==> config.mk <==
export PLATFORM = sky130hd
export DESIGN_NAME = sap_ctrl_seq_flat
export DESIGN_NICKNAME = d
export VERILOG_FILES = /design/src/rtl/sap_pkg.sv /design/src/rtl/sap_ctrl_seq_if.sv /design/src/rtl/sap_ring_counter.sv /design/src/rtl/sap_ctrl_seq.sv /design/src/flat_wrapper.sv
export SDC_FILE = /design/constraint.sdc
export NUM_CORES = 1
export LEC_CHECK = 0
export CAP_MARGIN = 10
export CORE_MARGIN = 3
export CORE_UTILIZATION = 30
export CTS_CLUSTER_DIAMETER = 100
export DETAILED_ROUTE_END_ITERATION = 7
export PLACE_DENSITY = 0.74
export SETUP_SLACK_MARGIN = 0.05
export SLEW_MARGIN = 20
export SYNTH_ARGS = -nofsm -noshare
export SYNTH_HDL_FRONTEND = slang
export SYNTH_SLANG_ARGS = --single-unit
==> constraint.sdc <==
create_clock -name clk -period 1.3 [get_ports clk]
set_input_delay 0.325 -clock clk [delete_from_list [all_inputs] [get_ports clk]]
set_output_delay 0.325 -clock clk [all_outputs]
set_load 0.01 [all_outputs]
==> src/rtl/sap_pkg.sv <==
// Shared SAP constants: opcodes, one-hot T-states and control-word bit positions.
// Control word order, MSB first: Cp Ep Lm CE Li Ei La Ea Su Eu Lb Lo.
package sap_pkg;

  localparam logic [3:0] OP_LDA = 4'h0;
  localparam logic [3:0] OP_ADD = 4'h1;
  localparam logic [3:0] OP_SUB = 4'h2;
  localparam logic [3:0] OP_OUT = 4'hE;
  localparam logic [3:0] OP_HLT = 4'hF;

  localparam logic [5:0] T1 = 6'b000001;
  localparam logic [5:0] T2 = 6'b000010;
  localparam logic [5:0] T3 = 6'b000100;
  localparam logic [5:0] T4 = 6'b001000;
  localparam logic [5:0] T5 = 6'b010000;
  localparam logic [5:0] T6 = 6'b100000;

  localparam int CW_W  = 12;
  localparam int CW_CP = 11;
  localparam int CW_EP = 10;
  localparam int CW_LM = 9;
  localparam int CW_CE = 8;
  localparam int CW_LI = 7;
  localparam int CW_EI = 6;
  localparam int CW_LA = 5;
  localparam int CW_EA = 4;
  localparam int CW_SU = 3;
  localparam int CW_EU = 2;
  localparam int CW_LB = 1;
  localparam int CW_LO = 0;

  typedef logic [CW_W-1:0] ctrl_word_t;

endpackage

==> src/rtl/sap_ctrl_seq_if.sv <==
// Control bus between the sequencer (master) and the bus-attached registers (slave).
// Strobes are valid for the whole cycle and sampled at the edge ending it.
interface sap_ctrl_seq_if;

  logic [3:0] opcode;
  logic       cp;
  logic       ep;
  logic       lm;
  logic       ce;
  logic       li;
  logic       ei;
  logic       la;
  logic       ea;
  logic       su;
  logic       eu;
  logic       lb;
  logic       lo;
  logic       hlt;
  logic [5:0] t_state;

  modport master (
    input  opcode,
    output cp, ep, lm, ce, li, ei, la, ea, su, eu, lb, lo, hlt, t_state
  );

  modport slave (
    output opcode,
    input  cp, ep, lm, ce, li, ei, la, ea, su, eu, lb, lo, hlt, t_state
  );

endinterface

==> src/rtl/sap_ring_counter.sv <==
// Six-state one-hot T-state ring; rotates one position per edge unless held.
// clr forces T1 and overrides hold.
module sap_ring_counter
  import sap_pkg::*;
(
  input  logic       clk,
  input  logic       clr,
  input  logic       hold_i,
  output logic [5:0] t_state_o
);

  logic [5:0] ring_q;
  logic [5:0] ring_d;

  always_comb begin
    ring_d = ring_q;
    if (!hold_i) begin
      ring_d = {ring_q[4:0], ring_q[5]};
    end
  end

  always_ff @(posedge clk) begin
    if (clr) begin
      ring_q <= T1;
    end else begin
      ring_q <= ring_d;
    end
  end

  assign t_state_o = ring_q;

endmodule

==> src/rtl/sap_ctrl_seq.sv <==
// SAP controller-sequencer: decodes T-state and opcode into per-cycle load/enable strobes.
// Strobes are combinational from registered state; HLT in T4 freezes the ring until clr.
module sap_ctrl_seq
  import sap_pkg::*;
(
  input  logic          clk,
  input  logic          clr,
  sap_ctrl_seq_if.master bus
);

  logic [5:0] t_state;
  logic       halted_q;
  logic       halted_d;
  logic       halt_now;
  ctrl_word_t cw;
  ctrl_word_t cw_out;

  assign halt_now = (t_state == T4) && (bus.opcode == OP_HLT) && !halted_q;
  assign halted_d = halted_q | halt_now;

  always_ff @(posedge clk) begin
    if (clr) begin
      halted_q <= 1'b0;
    end else begin
      halted_q <= halted_d;
    end
  end

  // Holding on halted_d keeps the ring parked at T4 from the HLT edge onward.
  sap_ring_counter u_ring (
    .clk       (clk),
    .clr       (clr),
    .hold_i    (halted_d),
    .t_state_o (t_state)
  );

  always_comb begin
    cw = '0;
    case (t_state)
      T1: begin
        cw[CW_EP] = 1'b1;
        cw[CW_LM] = 1'b1;
      end
      T2: cw[CW_CP] = 1'b1;
      T3: begin
        cw[CW_CE] = 1'b1;
        cw[CW_LI] = 1'b1;
      end
      T4: begin
        case (bus.opcode)
          OP_LDA, OP_ADD, OP_SUB: begin
            cw[CW_EI] = 1'b1;
            cw[CW_LM] = 1'b1;
          end
          OP_OUT: begin
            cw[CW_EA] = 1'b1;
            cw[CW_LO] = 1'b1;
          end
          default: ;
        endcase
      end
      T5: begin
        case (bus.opcode)
          OP_LDA: begin
            cw[CW_CE] = 1'b1;
            cw[CW_LA] = 1'b1;
          end
          OP_ADD, OP_SUB: begin
            cw[CW_CE] = 1'b1;
            cw[CW_LB] = 1'b1;
          end
          default: ;
        endcase
      end
      T6: begin
        if (bus.opcode == OP_ADD || bus.opcode == OP_SUB) begin
          cw[CW_EU] = 1'b1;
          cw[CW_LA] = 1'b1;
        end
      end
      default: ;
    endcase
    // Subtract select is held through the whole execute phase of SUB.
    if (bus.opcode == OP_SUB && (t_state == T4 || t_state == T5 || t_state == T6)) begin
      cw[CW_SU] = 1'b1;
    end
  end

  assign cw_out = (clr || halted_q) ? '0 : cw;

  assign bus.cp      = cw_out[CW_CP];
  assign bus.ep      = cw_out[CW_EP];
  assign bus.lm      = cw_out[CW_LM];
  assign bus.ce      = cw_out[CW_CE];
  assign bus.li      = cw_out[CW_LI];
  assign bus.ei      = cw_out[CW_EI];
  assign bus.la      = cw_out[CW_LA];
  assign bus.ea      = cw_out[CW_EA];
  assign bus.su      = cw_out[CW_SU];
  assign bus.eu      = cw_out[CW_EU];
  assign bus.lb      = cw_out[CW_LB];
  assign bus.lo      = cw_out[CW_LO];
  assign bus.hlt     = !clr && halted_d;
  assign bus.t_state = t_state;

endmodule

==> src/flat_wrapper.sv <==
// flat-port wrapper written by rule: the top's interface ports become plain ports
module sap_ctrl_seq_flat import sap_pkg::*;
  (clk, clr, bus_opcode, bus_cp, bus_ep, bus_lm, bus_ce, bus_li, bus_ei, bus_la, bus_ea, bus_su, bus_eu, bus_lb, bus_lo, bus_hlt, bus_t_state);
  sap_ctrl_seq_if bus_i ();
  input  logic clk;
  input  logic clr;
  input wire logic [$bits(bus_i.opcode)-1:0] bus_opcode;
  output wire logic [$bits(bus_i.cp)-1:0] bus_cp;
  output wire logic [$bits(bus_i.ep)-1:0] bus_ep;
  output wire logic [$bits(bus_i.lm)-1:0] bus_lm;
  output wire logic [$bits(bus_i.ce)-1:0] bus_ce;
  output wire logic [$bits(bus_i.li)-1:0] bus_li;
  output wire logic [$bits(bus_i.ei)-1:0] bus_ei;
  output wire logic [$bits(bus_i.la)-1:0] bus_la;
  output wire logic [$bits(bus_i.ea)-1:0] bus_ea;
  output wire logic [$bits(bus_i.su)-1:0] bus_su;
  output wire logic [$bits(bus_i.eu)-1:0] bus_eu;
  output wire logic [$bits(bus_i.lb)-1:0] bus_lb;
  output wire logic [$bits(bus_i.lo)-1:0] bus_lo;
  output wire logic [$bits(bus_i.hlt)-1:0] bus_hlt;
  output wire logic [$bits(bus_i.t_state)-1:0] bus_t_state;
  assign bus_i.opcode = bus_opcode;
  assign bus_cp = bus_i.cp;
  assign bus_ep = bus_i.ep;
  assign bus_lm = bus_i.lm;
  assign bus_ce = bus_i.ce;
  assign bus_li = bus_i.li;
  assign bus_ei = bus_i.ei;
  assign bus_la = bus_i.la;
  assign bus_ea = bus_i.ea;
  assign bus_su = bus_i.su;
  assign bus_eu = bus_i.eu;
  assign bus_lb = bus_i.lb;
  assign bus_lo = bus_i.lo;
  assign bus_hlt = bus_i.hlt;
  assign bus_t_state = bus_i.t_state;
  sap_ctrl_seq u_core (.clk(clk), .clr(clr), .bus(bus_i));
endmodule
==> results of run 1 <==
per-layer routing:
layer	vias up	track usage	wire (um)
met4	0	0.0142	0
met2	16	0.310	987
met5	-	0	0
met1	319	0.201	757
met3	0	0.0644	87
li1	340	-	-
layout by cell type, fill, tap and decap left out, drive strengths merged, types with 2 or more instances in the layout:
master / n
clkdlybuf4s15: 2
o21ai: 5
inv: 3
dlygate4sd2: 2
mux2i: 5
buf: 48
and2: 2
nand2: 2
nand4: 2
nand2b: 2
clkbuf: 5
nor2: 9
nand3: 2
dfxtp: 7
nor3: 6
nand3b: 2
kinds of logic after synthesis:
group	after synthesis
flip-flops	7
AND/OR/NAND/NOR	34
AO/OA/AOI/OAI	9
buffers and inverters	8
XOR/XNOR	2
multiplexers	5
Yosys cell counts (2+ instances only):
library cell	instances
nor2_1	8
nand3b_1	2
nor3_4	2
nand2_1	2
mux2i_1	5
inv_1	3
nand4_1	2
o21ai_0	5
dfxtp_1	7
nor3_1	4
buf_2	4
what timing repair did:
action | CTS | global route
setup endpoints to repair | 22 | 15
resized for setup | 106 | 7
pin swaps | 10 | 5
buffers inserted | 5 | 2
where the power goes:
group	switching [W]	internal (W)	total [W]	leakage (nW)
Sequential	0.0000102	0.000218	0.000228	0.0603
Clock	0.0000797	0.000117	0.000197	0.0150
Combinational	0.0000894	0.000102	0.000191	0.434
path summary, 6_finish.rpt:
path	endpoint	slack, ps	depth (start not counted)	start
worst max register to register	u_core.halted_q	120	5	u_core.u_ring.t_state_o[0]
worst min register to register	u_core.u_ring.t_state_o[0]	630	2	u_core.u_ring.t_state_o[0]
worst max-delay path	bus_lb	-460	5	u_core.u_ring.t_state_o[0]
worst min-delay path	u_core.u_ring.t_state_o[5]	590	4	clr
stage by stage:
step | TNS (ps) | setup WS, ps | cell area, um2 | power [W] | hold WS (ps)
after floorplan | -667 | -173 | 653 | 0.000313 | 546
after global placement | -14170 | -1050 | 1050 | 0.000407 | 580
after detailed placement | -15040 | -1110 | 1050 | 0.000411 | 592
after CTS | -5320 | -457 | 1100 | 0.000621 | 623
after global routing | -6450 | -581 | 1140 | 0.000657 | 620
final | -5150 | -462 | 1140 | 0.000616 | 594
critical path: cells and delay by family (launching register included):
family	cells	cell delay, ps
buffers and inverters	2	320
DFF	1	330
and+or+nand+nor	3	530
area by class of cell:
| type | instances | area share |
|---|---|---|
| well taps | 24 | 0.0264 |
| repair buffers | 53 | 0.371 |
| multi-input cells | 50 | 0.433 |
| clock buffers | 4 | 0.0231 |
| flip-flops and latches | 7 | 0.137 |
| inverters | 3 | 0.00991 |
registers in the layout, indices dropped and copies added, names as in the netlist:
signal,count
u_core.halted_q,1
u_core.u_ring.t_state_o,6
==> results.py, run 1 <==
metrics = {
    "critical_path": {
        "crit_path_max_fanout": 4,
        "cp_slowest_stage_delay_ps": 330,
        "startpoint_type": "register",
        "crit_required_ps": 980,
        "cp_cell_sequence": "nor3_4 -> nand3_2 -> buf_12 -> nor3_4 -> buf_2",
        "worstPathArrival_ps": 1440,
        "cp-end-kind": "output port",
        "path_common_cell": "nor3_4",
        "crit_path_top_delay_cell": "dfxtp_2",
        "worstSetupPathType": "register to output port",
    },
    "timing": {
        "clock_skew_ps": 5.51,
        "max_slew_margin": 0.841,
        "rsz0062_at_grt": "true",
        "fin_crit_sh": 1.36,
        "report.final.slew_viol_count": 0,
        "fin_crit_ps": 1760,
        "fmax_ghz": 0.567,
        "hold_viol_final": 0,
        "setup_viol": 13,
        "setup_ws_ps": -462,
        "worst_slew_pin_slew_ps": 237,
    },
    "yosys": {
        "postSynthCellCount": 65,
        "synth_seq_cells": 7,
        "synth_top_area_frac": 0.259,
        "synthMuxAreaShare": 0.0926,
        "synthDominantAreaCellType": "dfxtp_1",
        "synth_edf_count": 0,
        "synthSimpleGateAreaFrac": 0.421,
        "synth_area_per_cell_um2": 8.32,
        "ys_types": 32,
        "yosys-top-cells-area": "dfxtp_1 26%, mux2i_1 9.3%, nor3_4 6.0%",
        "netlist_area_um2": 541,
        "async_flop_share": 0,
        "synth_seq_area_share": 0.259,
        "synth_nets": 71,
        "synth-xor-area-share": 0.0324,
        "synth_compound_area_frac": 0.123,
        "synth_top_family_by_area": "simple AND/OR/NAND/NOR gates",
        "ys.flop_type": "dfxtp_1",
        "synth_fa_ha_area_frac": 0,
        "ys_warn_count": 0,
    },
    "finish": {
        "fillers": 131,
        "finish.utilization": 0.713,
        "drive_gt1_frac": 0.735,
        "area_growth_syn_to_layout_pct": 110,
        "seq_area_um2": 155,
        "nNetsFinal": 124,
        "multi_input_area_um2": 492,
        "antenna_cells": 0,
        "final_cell_count_no_fill": 141,
    },
    "grt": {
        "antenna_found_initial": 0,
        "grt_usage": 0.172,
        "grt_pass1_vias": 688,
        "grt_start_max_net_pins": 9,
        "grt_pass1_wl_um": 3260,
        "grt.overflow.total": 0,
    },
    "clock_network": {
        "cts_tree": "done",
        "cts_hold_buffers": 0,
        "clock_path_buffers": 2,
        "clk_pin_slew_ps": 50,
        "cts_buffers": 3,
        "clock-root-buffer": "clkbuf_4",
        "clk-insertion-delay-late_ps": 250,
        "clock_sinks": 7,
        "htreeDepth": 1,
    },
    "pwr": {
        "ir_worst_vdd_mv": 0.742,
        "powerDensity_nw_per_um2": 542,
        "p_leak_nw": 0.509,
    },
    "route": {
        "drcViolationCount": 0,
        "drtPass1Iterations": 4,
        "drt_iter0_markers": 5,
        "vias": 675,
        "totalWireLength_um": 1830,
        "drt-vias-per-instance": 4.79,
        "wl_per_cell_um": 13.0,
        "postRouteAntennaNets": 0,
    },
    "worst_hold_path": {
        "hold_path.class": "primary input to register",
    },
    "die": {
        "fp-row-count": 14,
        "core_area_um2": 1590,
        "ios": 25,
        "die_width_um": 48.4,
        "start_util": 0.339,
        "die_area_um2": 2350,
        "fp.dieH_um": 48.4,
    },
    "flow_run": {
        "drv_cap": 0,
    },
    "outcome": {
        "violations": "setup timing",
        "status": "finished with violations",
    },
    "placed_design": {
        "place_congestion": 0.799,
        "port_buffers": 24,
        "hpwlAfterDp_um": 1370,
        "place_inst": 130,
    },
}
Note: power is estimated with default switching activity, not from simulation.
==> run 2, diff against run 1 <==
- SLEW_MARGIN: 20 -> unset
==> results of run 2 <==
No change in the layout: final DEF, timing and power equal those of run 1.
==> run 3, diff against run 2 <==
- CORE_MARGIN: 3 -> 5
- SLEW_MARGIN: unset -> 10
==> results.py, run 3 (same netlist as run 1, synthesis figures left out) <==
metrics = {
    "outcome": {
        "status": "finished with violations",
        "violations": "setup timing",
    },
    "finish": {
        "finish.utilization": 0.667,
        "mostFrequentLayoutCells": "22 x buf_4, 15 x buf_2, 13 x buf_6",
        "final_common_cell": "buf_4",
        "drive_gt1_frac": 0.733,
        "largest_reg_flops": 6,
        "antenna_cells": 0,
        "nNetsFinal": 127,
        "area_growth_syn_to_layout_pct": 113,
        "finish.instance_area_um2": 1150,
    },
    "pwr": {
        "p_sw_frac": 0.300,
        "comb_power_share": 0.329,
        "p_leak_nw": 0.515,
        "p_seq_frac": 0.352,
        "p_int_w": 0.000449,
        "finalPower_w": 0.000642,
        "p_switching_w": 0.000192,
        "clockPowerShare": 0.320,
        "powerDensity_nw_per_um2": 558,
        "ir_worst_vdd_mv": 0.633,
    },
    "critical_path": {
        "critPathLaunch": "u_core.halted_q",
        "crit_required_ps": 980,
        "startpoint_type": "register",
        "r2r_start": "u_core.u_ring.t_state_o[2]",
        "worstPathArrival_ps": 1450,
        "crit_path_max_fanout": 5,
        "cp-end-kind": "output port",
        "worstRegToRegCells": 5,
        "worstSetupPathType": "register to output port",
    },
    "grt": {
        "grt_pass1_vias": 723,
        "antenna_found_initial": 0,
        "grt_usage": 0.163,
        "grt_start_max_net_pins": 10,
        "grt_pass1_wl_um": 3310,
        "grt.overflow.total": 0,
    },
    "worst_hold_path": {
        "hold_path.class": "primary input to register",
        "min_path_cells": 3,
        "min_from": "clr",
    },
    "placed_design": {
        "placed_cell_area_um2": 1040,
        "port_buffers": 24,
        "place_congestion": 0.717,
        "hpwlAfterDp_um": 1380,
    },
    "clock_network": {
        "clk_pin_slew_ps": 60,
        "clk-insertion-delay-late_ps": 250,
        "cts_hold_buffers": 0,
        "htreeDepth": 1,
        "clock_path_buffers": 2,
        "clock-root-buffer": "clkbuf_4",
        "cts_buffers": 3,
        "cts_tree": "done",
        "clock_sinks": 7,
    },
    "die": {
        "fp.dieH_um": 52.4,
        "ios": 25,
        "die_area_um2": 2750,
        "start_util": 0.313,
        "fp-row-count": 15,
        "core_area_um2": 1730,
        "die_width_um": 52.4,
    },
    "route": {
        "totalWireLength_um": 2000,
        "vias": 697,
        "wl_per_cell_um": 13.8,
        "drt-vias-per-instance": 4.81,
        "drt_iter0_markers": 3,
        "drcViolationCount": 0,
        "postRouteAntennaNets": 0,
        "drtPass1Iterations": 2,
    },
    "timing": {
        "report.final.slew_viol_count": 0,
        "clock_skew_ps": 1.37,
        "setup_ws_ps": -475,
        "hold_viol_final": 0,
        "max_slew_margin": 0.841,
        "setup_viol": 13,
        "rsz0062_at_grt": "true",
        "fmax_ghz": 0.563,
        "fin_tns_setup_ps": -5330,
        "fin_crit_sh": 1.37,
        "worst_slew_pin_slew_ps": 237,
        "fin_crit_ps": 1770,
    },
    "flow_run": {
        "drv_cap": 0,
    },
}
[run 3: final cells by class]
type	count	area, um2
Clock buffer	4	26.3
Fill cell	139	576
Inverter	3	11.3
Multi-Input combinational cell	50	483
Sequential cell	7	159
Tap cell	25	31.3
Timing Repair Buffer	56	440
[run 3: what timing repair did]
item                       CTS  global route
gates resized for setup    105             6
setup endpoints to repair   22            16
pin swaps                   12             5
buffers inserted             8             3
[run 3: power groups by stage]
stage                     registers, W  clock network, W  logic [W]
final                         0.000226          0.000205   0.000211
after global routing          0.000226          0.000227   0.000226
after CTS                     0.000228          0.000212   0.000199
after detailed placement      0.000237                 0   0.000171
after global placement        0.000237                 0   0.000167
after floorplan               0.000242                 0  0.0000710
[run 3: per-layer routing]
metal / vias up / track usage / part of all wire
met5: - / 0 / 0
met4: 0 / 0.0468 / 0.013
met3: 6 / 0.0456 / 0.041
met2: 17 / 0.293 / 0.55
met1: 330 / 0.184 / 0.40
li1: 344 / - / -
[run 3: path summary, 6_finish.rpt]
| check | endpoint | slack [ps] |
|---|---|---|
| max reg2reg | u_core.u_ring.t_state_o[4] | 130 |
| min reg2reg | u_core.u_ring.t_state_o[0] | 540 |
| max | bus_cp | -470 |
| min | u_core.u_ring.t_state_o[1] | 490 |
[run 3: critical path, cell delays in order (launching register included)]
cell      delay [ps]
dfxtp_4          370
nor3_4           230
nand3b_1         160
buf_6            160
nor3b_2          140
buf_2            150
[run 3: metrics by stage]
stage / hold slack, ps / worst slack [ps] / cells
2_1_floorplan: 546 / -173 / 65
5_1_grt: 506 / -573 / 145
4_1_cts: 484 / -478 / 142
3_3_place_gp: 593 / -1090 / 130
6_report: 492 / -475 / 145
3_5_place_dp: 590 / -1120 / 130
